<file path="src/rtl/sram_port_arbiter.sv">
// Round-robin arbiter sharing one single-port, byte-enabled SRAM (1-cycle
// read latency) among NumPorts request/grant requesters. Each granted access
// returns exactly one rvalid_o pulse to the port that issued it.
// Optional build macro SRAM_ARB_OUT_REG_EN: registers rdata_o and the response
// valid/index pipeline, so responses arrive 2 cycles after grant instead of 1.
module sram_port_arbiter #(
  parameter int unsigned NumPorts  = 3,
  parameter int unsigned NumWords  = 1024,
  parameter int unsigned DataWidth = 64,
  parameter int unsigned AddrWidth = $clog2(NumWords)
) (
  input  logic                                 clk_i,
  input  logic                                 rst_ni,
  input  logic [NumPorts-1:0]                  req_i,
  input  logic [NumPorts-1:0]                  we_i,
  input  logic [NumPorts-1:0][AddrWidth-1:0]   addr_i,
  input  logic [NumPorts-1:0][DataWidth-1:0]   wdata_i,
  input  logic [NumPorts-1:0][DataWidth/8-1:0] be_i,
  output logic [NumPorts-1:0]                  gnt_o,
  output logic [NumPorts-1:0]                  rvalid_o,
  output logic [DataWidth-1:0]                 rdata_o,
  output logic                                 sram_req_o,
  output logic                                 sram_we_o,
  output logic [AddrWidth-1:0]                 sram_addr_o,
  output logic [DataWidth-1:0]                 sram_wdata_o,
  output logic [DataWidth/8-1:0]               sram_be_o,
  input  logic [DataWidth-1:0]                 sram_rdata_i
);

  localparam int unsigned PtrW = (NumPorts > 1) ? $clog2(NumPorts) : 1;

  logic [PtrW-1:0] rr_q, rr_d;
  logic [PtrW:0]   cand;
  logic [PtrW-1:0] gnt_idx;
  logic            gnt_any;

  logic            rsp_valid_q;
  logic [PtrW-1:0] rsp_idx_q;
  logic            rsp_out_valid;
  logic [PtrW-1:0] rsp_out_idx;

  // Grant: first requesting port in rr_q, rr_q+1, ... (mod NumPorts).
  // The candidate index is one bit wider than the pointer so rr_q+i can be
  // wrapped by a single conditional subtraction instead of a modulo.
  always_comb begin
    gnt_o   = '0;
    gnt_any = 1'b0;
    gnt_idx = '0;
    cand    = '0;
    for (int unsigned i = 0; i < NumPorts; i++) begin
      cand = {1'b0, rr_q} + (PtrW+1)'(i);
      if (cand >= (PtrW+1)'(NumPorts)) begin
        cand = cand - (PtrW+1)'(NumPorts);
      end
      if (!gnt_any && req_i[cand[PtrW-1:0]]) begin
        gnt_any = 1'b1;
        gnt_idx = cand[PtrW-1:0];
      end
    end
    if (gnt_any) begin
      gnt_o[gnt_idx] = 1'b1;
    end
  end

  // Next pointer: one past the winner with wrap, held when nobody is granted.
  always_comb begin
    rr_d = rr_q;
    if (gnt_any) begin
      rr_d = (gnt_idx == PtrW'(NumPorts - 1)) ? '0 : gnt_idx + 1'b1;
    end
  end

  // Pointer register.
  always_ff @(posedge clk_i or negedge rst_ni) begin
    if (!rst_ni) begin
      rr_q <= '0;
    end else begin
      rr_q <= rr_d;
    end
  end

  // SRAM port mux: winner's fields go out the same cycle; all zero when idle.
  always_comb begin
    sram_req_o   = gnt_any;
    sram_we_o    = 1'b0;
    sram_addr_o  = '0;
    sram_wdata_o = '0;
    sram_be_o    = '0;
    if (gnt_any) begin
      sram_we_o    = we_i[gnt_idx];
      sram_addr_o  = addr_i[gnt_idx];
      sram_wdata_o = wdata_i[gnt_idx];
      sram_be_o    = be_i[gnt_idx];
    end
  end

  // Response tracking: remember which port was granted, aligned with SRAM data.
  always_ff @(posedge clk_i or negedge rst_ni) begin
    if (!rst_ni) begin
      rsp_valid_q <= 1'b0;
      rsp_idx_q   <= '0;
    end else begin
      rsp_valid_q <= gnt_any;
      rsp_idx_q   <= gnt_idx;
    end
  end

`ifdef SRAM_ARB_OUT_REG_EN
  logic                 out_valid_q;
  logic [PtrW-1:0]      out_idx_q;
  logic [DataWidth-1:0] rdata_q;

  // Output register stage: read data and its response tag move together.
  always_ff @(posedge clk_i or negedge rst_ni) begin
    if (!rst_ni) begin
      out_valid_q <= 1'b0;
      out_idx_q   <= '0;
      rdata_q     <= '0;
    end else begin
      out_valid_q <= rsp_valid_q;
      out_idx_q   <= rsp_idx_q;
      rdata_q     <= sram_rdata_i;
    end
  end

  assign rsp_out_valid = out_valid_q;
  assign rsp_out_idx   = out_idx_q;
  assign rdata_o       = rdata_q;
`else
  assign rsp_out_valid = rsp_valid_q;
  assign rsp_out_idx   = rsp_idx_q;
  assign rdata_o       = sram_rdata_i;
`endif

  // Route the response-valid pulse back to the issuing port.
  always_comb begin
    rvalid_o = '0;
    if (rsp_out_valid) begin
      rvalid_o[rsp_out_idx] = 1'b1;
    end
  end

endmodule

</file>
<file path="config.mk">
export PLATFORM = sky130hd
export DESIGN_NAME = sram_port_arbiter
export DESIGN_NICKNAME = d
export VERILOG_FILES = /design/src/rtl/sram_port_arbiter.sv
export SDC_FILE = /design/constraint.sdc
export NUM_CORES = 1
export LEC_CHECK = 0
export ABC_AREA = 1
export BUFFER_PORTS_ARGS = -buffer_cell sky130_fd_sc_hd__buf_2
export CELL_PAD_IN_SITES_DETAIL_PLACEMENT = 1
export CELL_PAD_IN_SITES_GLOBAL_PLACEMENT = 1
export CORE_AREA = 3 3 184 186
export DETAILED_ROUTE_END_ITERATION = 8
export DIE_AREA = 0 0 187 189
export GPL_TIMING_DRIVEN = 0
export PLACE_DENSITY_LB_ADDON = 0.1
export SYNTH_ARGS = -nofsm -noshare
export SYNTH_HDL_FRONTEND = slang
export SYNTH_SLANG_ARGS = --single-unit
</file>
<file path="constraint.sdc">
create_clock -name clk_i -period 2.8 [get_ports clk_i]
set_clock_uncertainty 0.2 [all_clocks]
set_input_delay 0.42 -clock clk_i [delete_from_list [all_inputs] [get_ports clk_i]]
set_output_delay 0.42 -clock clk_i [all_outputs]
set_load 0.05 [all_outputs]
</file>
==> run summary <==
Clock Latency Late Sink -> 0.23 ns
Most used routing layer -> met2
Total die area -> 35300 um2
Row Count -> 66
Setup CP Type -> reg -> out
Total Routing Usage GR -> 13.8%
Syn avg cell area -> 5.00 um2
Synth top area share -> 34.9%
Hold WC Path Type -> in -> async
Critical path's top delay family -> simple AND/OR/NAND/NOR gates
HPWL Detailed -> 22.3 mm
Critical Path RT -> 2.18 ns
Register bit count reported by yosys -> 5
DRT Pass-1 Iters -> 4
First-pass GRT wire length -> 37.7 mm
DR iter-0 viols -> 122
Critical Path Fanout Max -> 5
Routing usage on met2 -> 26.7%
Worst path slowest cell -> dfrtp_2
R2R depth -> 13
Mapped Area -> 3020 um2
Critical path arrival -> 2.46 ns
Worst slew pin tran -> 0.337 ns
Initial core utilization -> 9.31%
Critical Path Stages -> 15
CTS Sinks -> 5
Post-Syn Instances -> 604
Cell area after layout -> 7980 um2
Remaining Overflow, GRT -> 0
Cts bufs inserted -> 3
Post-synthesis async set-or-reset flop share -> 100%
Cell Area, Placed -> 6140 um2
Clock Tree Buf Depth -> 2
Status -> finished, violations left
Area delta synth->final -> 164%
Largest net degree at the start of global routing -> 12
Core area -> 32500 um2
Synthesized net count -> 925
Top cells by count, synth -> nand2_1, nand3_1, buf_4
Horiz. Die Dim -> 187 um
Root Buffer -> clkbuf_16
Dpl ws -> -0.734 ns
FMAX -> 325 MHz
Worst Path Buf+Inv -> 5
Antenna violations before repair -> 7
Seq/Total Area, Yosys -> 4.14%
Max-slew headroom -> 77.5%
Mean routed wirelength per cell -> 17.8 um
H-tree Lvls -> 1
Met1 Resource Use GR -> 15.2%
Post-synth EDFFs -> 0
Vias in the first global route -> 6144
Gp weighted congestion -> 0.803
Final Cycle Share -> 110%
Drt total wl -> 26.5 mm
# setup viols final -> 84
Synth top area cells -> nand2_1, nand3_1, buf_4, a21oi_1, dfrtp_1
CP startpoint kind -> flop
Vias -> 5620
Yosys warnings -> 0
CTS tree -> yes
Crit path time final -> 3.08 ns
Count of input and output buffers -> 407
Crit path largest cell delay -> 0.43 ns
Die extent in y -> 189 um
Ys flop type -> dfrtp_1
Library cells used by synthesis -> 25
Max Slew Vio Count -> 0
RSZ-0062 raised after global routing -> yes
Failing checks -> negative setup slack
Setup WS post-layout -> -0.281 ns
Top-count cell post-synth -> nand2_1
Vias per std cell -> 3.78
Area leader, netlist -> nand2_1
CP Capture Type -> primary output
Worst path cell trace -> ha_4 > inv_4 > nand2_2 > nand3_2 > nand2_4 > nor2_4 > buf_4 > nand3_2 > nand3_4 > nor2_4 > buf_12 > buf_6 > nand2_1 > nand3_1 > buf_6
Flop2flop setup slack -> 0.56 ns
Global Route met3 Usage -> 4.30%
Final hold vios -> 0
DRC viols -> 0
Fin nets -> 1365
Clock slew at reported path FFs -> 0.03 ns
Filler cell count -> 4051
Layout cells sized above 1 -> 68.3%
Num ports -> 472
Max-cap viol count -> 0
Final ANT Viol Nets -> 0
stage by stage:
stage | instances | util (%) | hold WS (ns) | setup TNS, ns
2_1_floorplan | 604 | - | -0.0756 | -0.117
3_3_place_gp | 1453 | 18.9 | 0.0463 | -45.37
3_5_place_dp | 1453 | 18.9 | 0.0475 | -44.90
4_1_cts | 1466 | 21.5 | 0.362 | -23.43
5_1_grt | 1486 | 24.6 | 0.374 | -30.09
6_report | 1488 | 24.6 | 0.349 | -17.29
cell families after synthesis:
family | after synthesis | share of synthesized area (%)
compound gates | 51 | 8.65
fa+ha+maj | 3 | 1.24
buf+inv | 122 | 26.5
flops | 5 | 4.14
simple gates | 423 | 59.5
cells in the final DEF, fill, tap and decap left out, types with 4 or more instances in the layout:
master / n
buf_2: 324
nand2_1: 222
buf_4: 90
nand3_1: 89
buf_6: 58
nand2_2: 49
a21oi_4: 40
nand3_2: 39
buf_8: 35
buf_12: 18
nand2_4: 10
clkbuf_4: 9
clkbuf_16: 7
nand3_4: 5
inv_1: 5
a21oi_2: 5
clkbuf_8: 4
dfrtp_1: 4
state kept, by name (all words and copies together), names as in the netlist:
name           flops
rr_q               2
rsp_out_valid      1
rsp_idx_q          2
metal layers:
| metal | share of wire [%] | vias up |
|---|---|---|
| met5 | 0.11 | - |
| met4 | 0.74 | 4 |
| met3 | 8.5 | 16 |
| met2 | 54 | 280 |
| met1 | 37 | 2543 |
| li1 | - | 2777 |
path summary, 6_finish.rpt:
check	from	endpoint
min reg2reg	rr_q[0]	rr_q[0]
min	rst_ni	rsp_idx_q[1]
max reg2reg	rr_q[0]	rr_q[1]
max in group asynchronous	rst_ni	rr_q[1]
min in group clk_i	rr_q[0]	rr_q[0]
max	rr_q[1]	sram_wdata_o[22]
final cells by class:
class / count / area (um2) / share of cell area [%]
multi-input cells: 477 / 3080 / 38.6
repair buffers: 436 / 3030 / 38.0
diodes: 3 / 7.51 / 0.0941
plain buffers: 109 / 1050 / 13.2
clock buffers: 4 / 78.8 / 0.988
well taps: 442 / 553 / 6.93
flip-flops and latches: 5 / 126 / 1.58
inverters: 12 / 57.6 / 0.721
timing repair:
item / in CTS / in global routing
resized for setup: 220 / 207
setup buffers: 8 / 15
pin swaps: 10 / 17
hold buffers: 1 / 0
setup endpoints to repair: 86 / 86
endpoints found under the hold margin: 5 / 0
gates cloned: 0 / 5
Power is left out: the tool's default activity adds up to more than one toggle a clock period on the data nets, which glitch-free logic cannot reach.
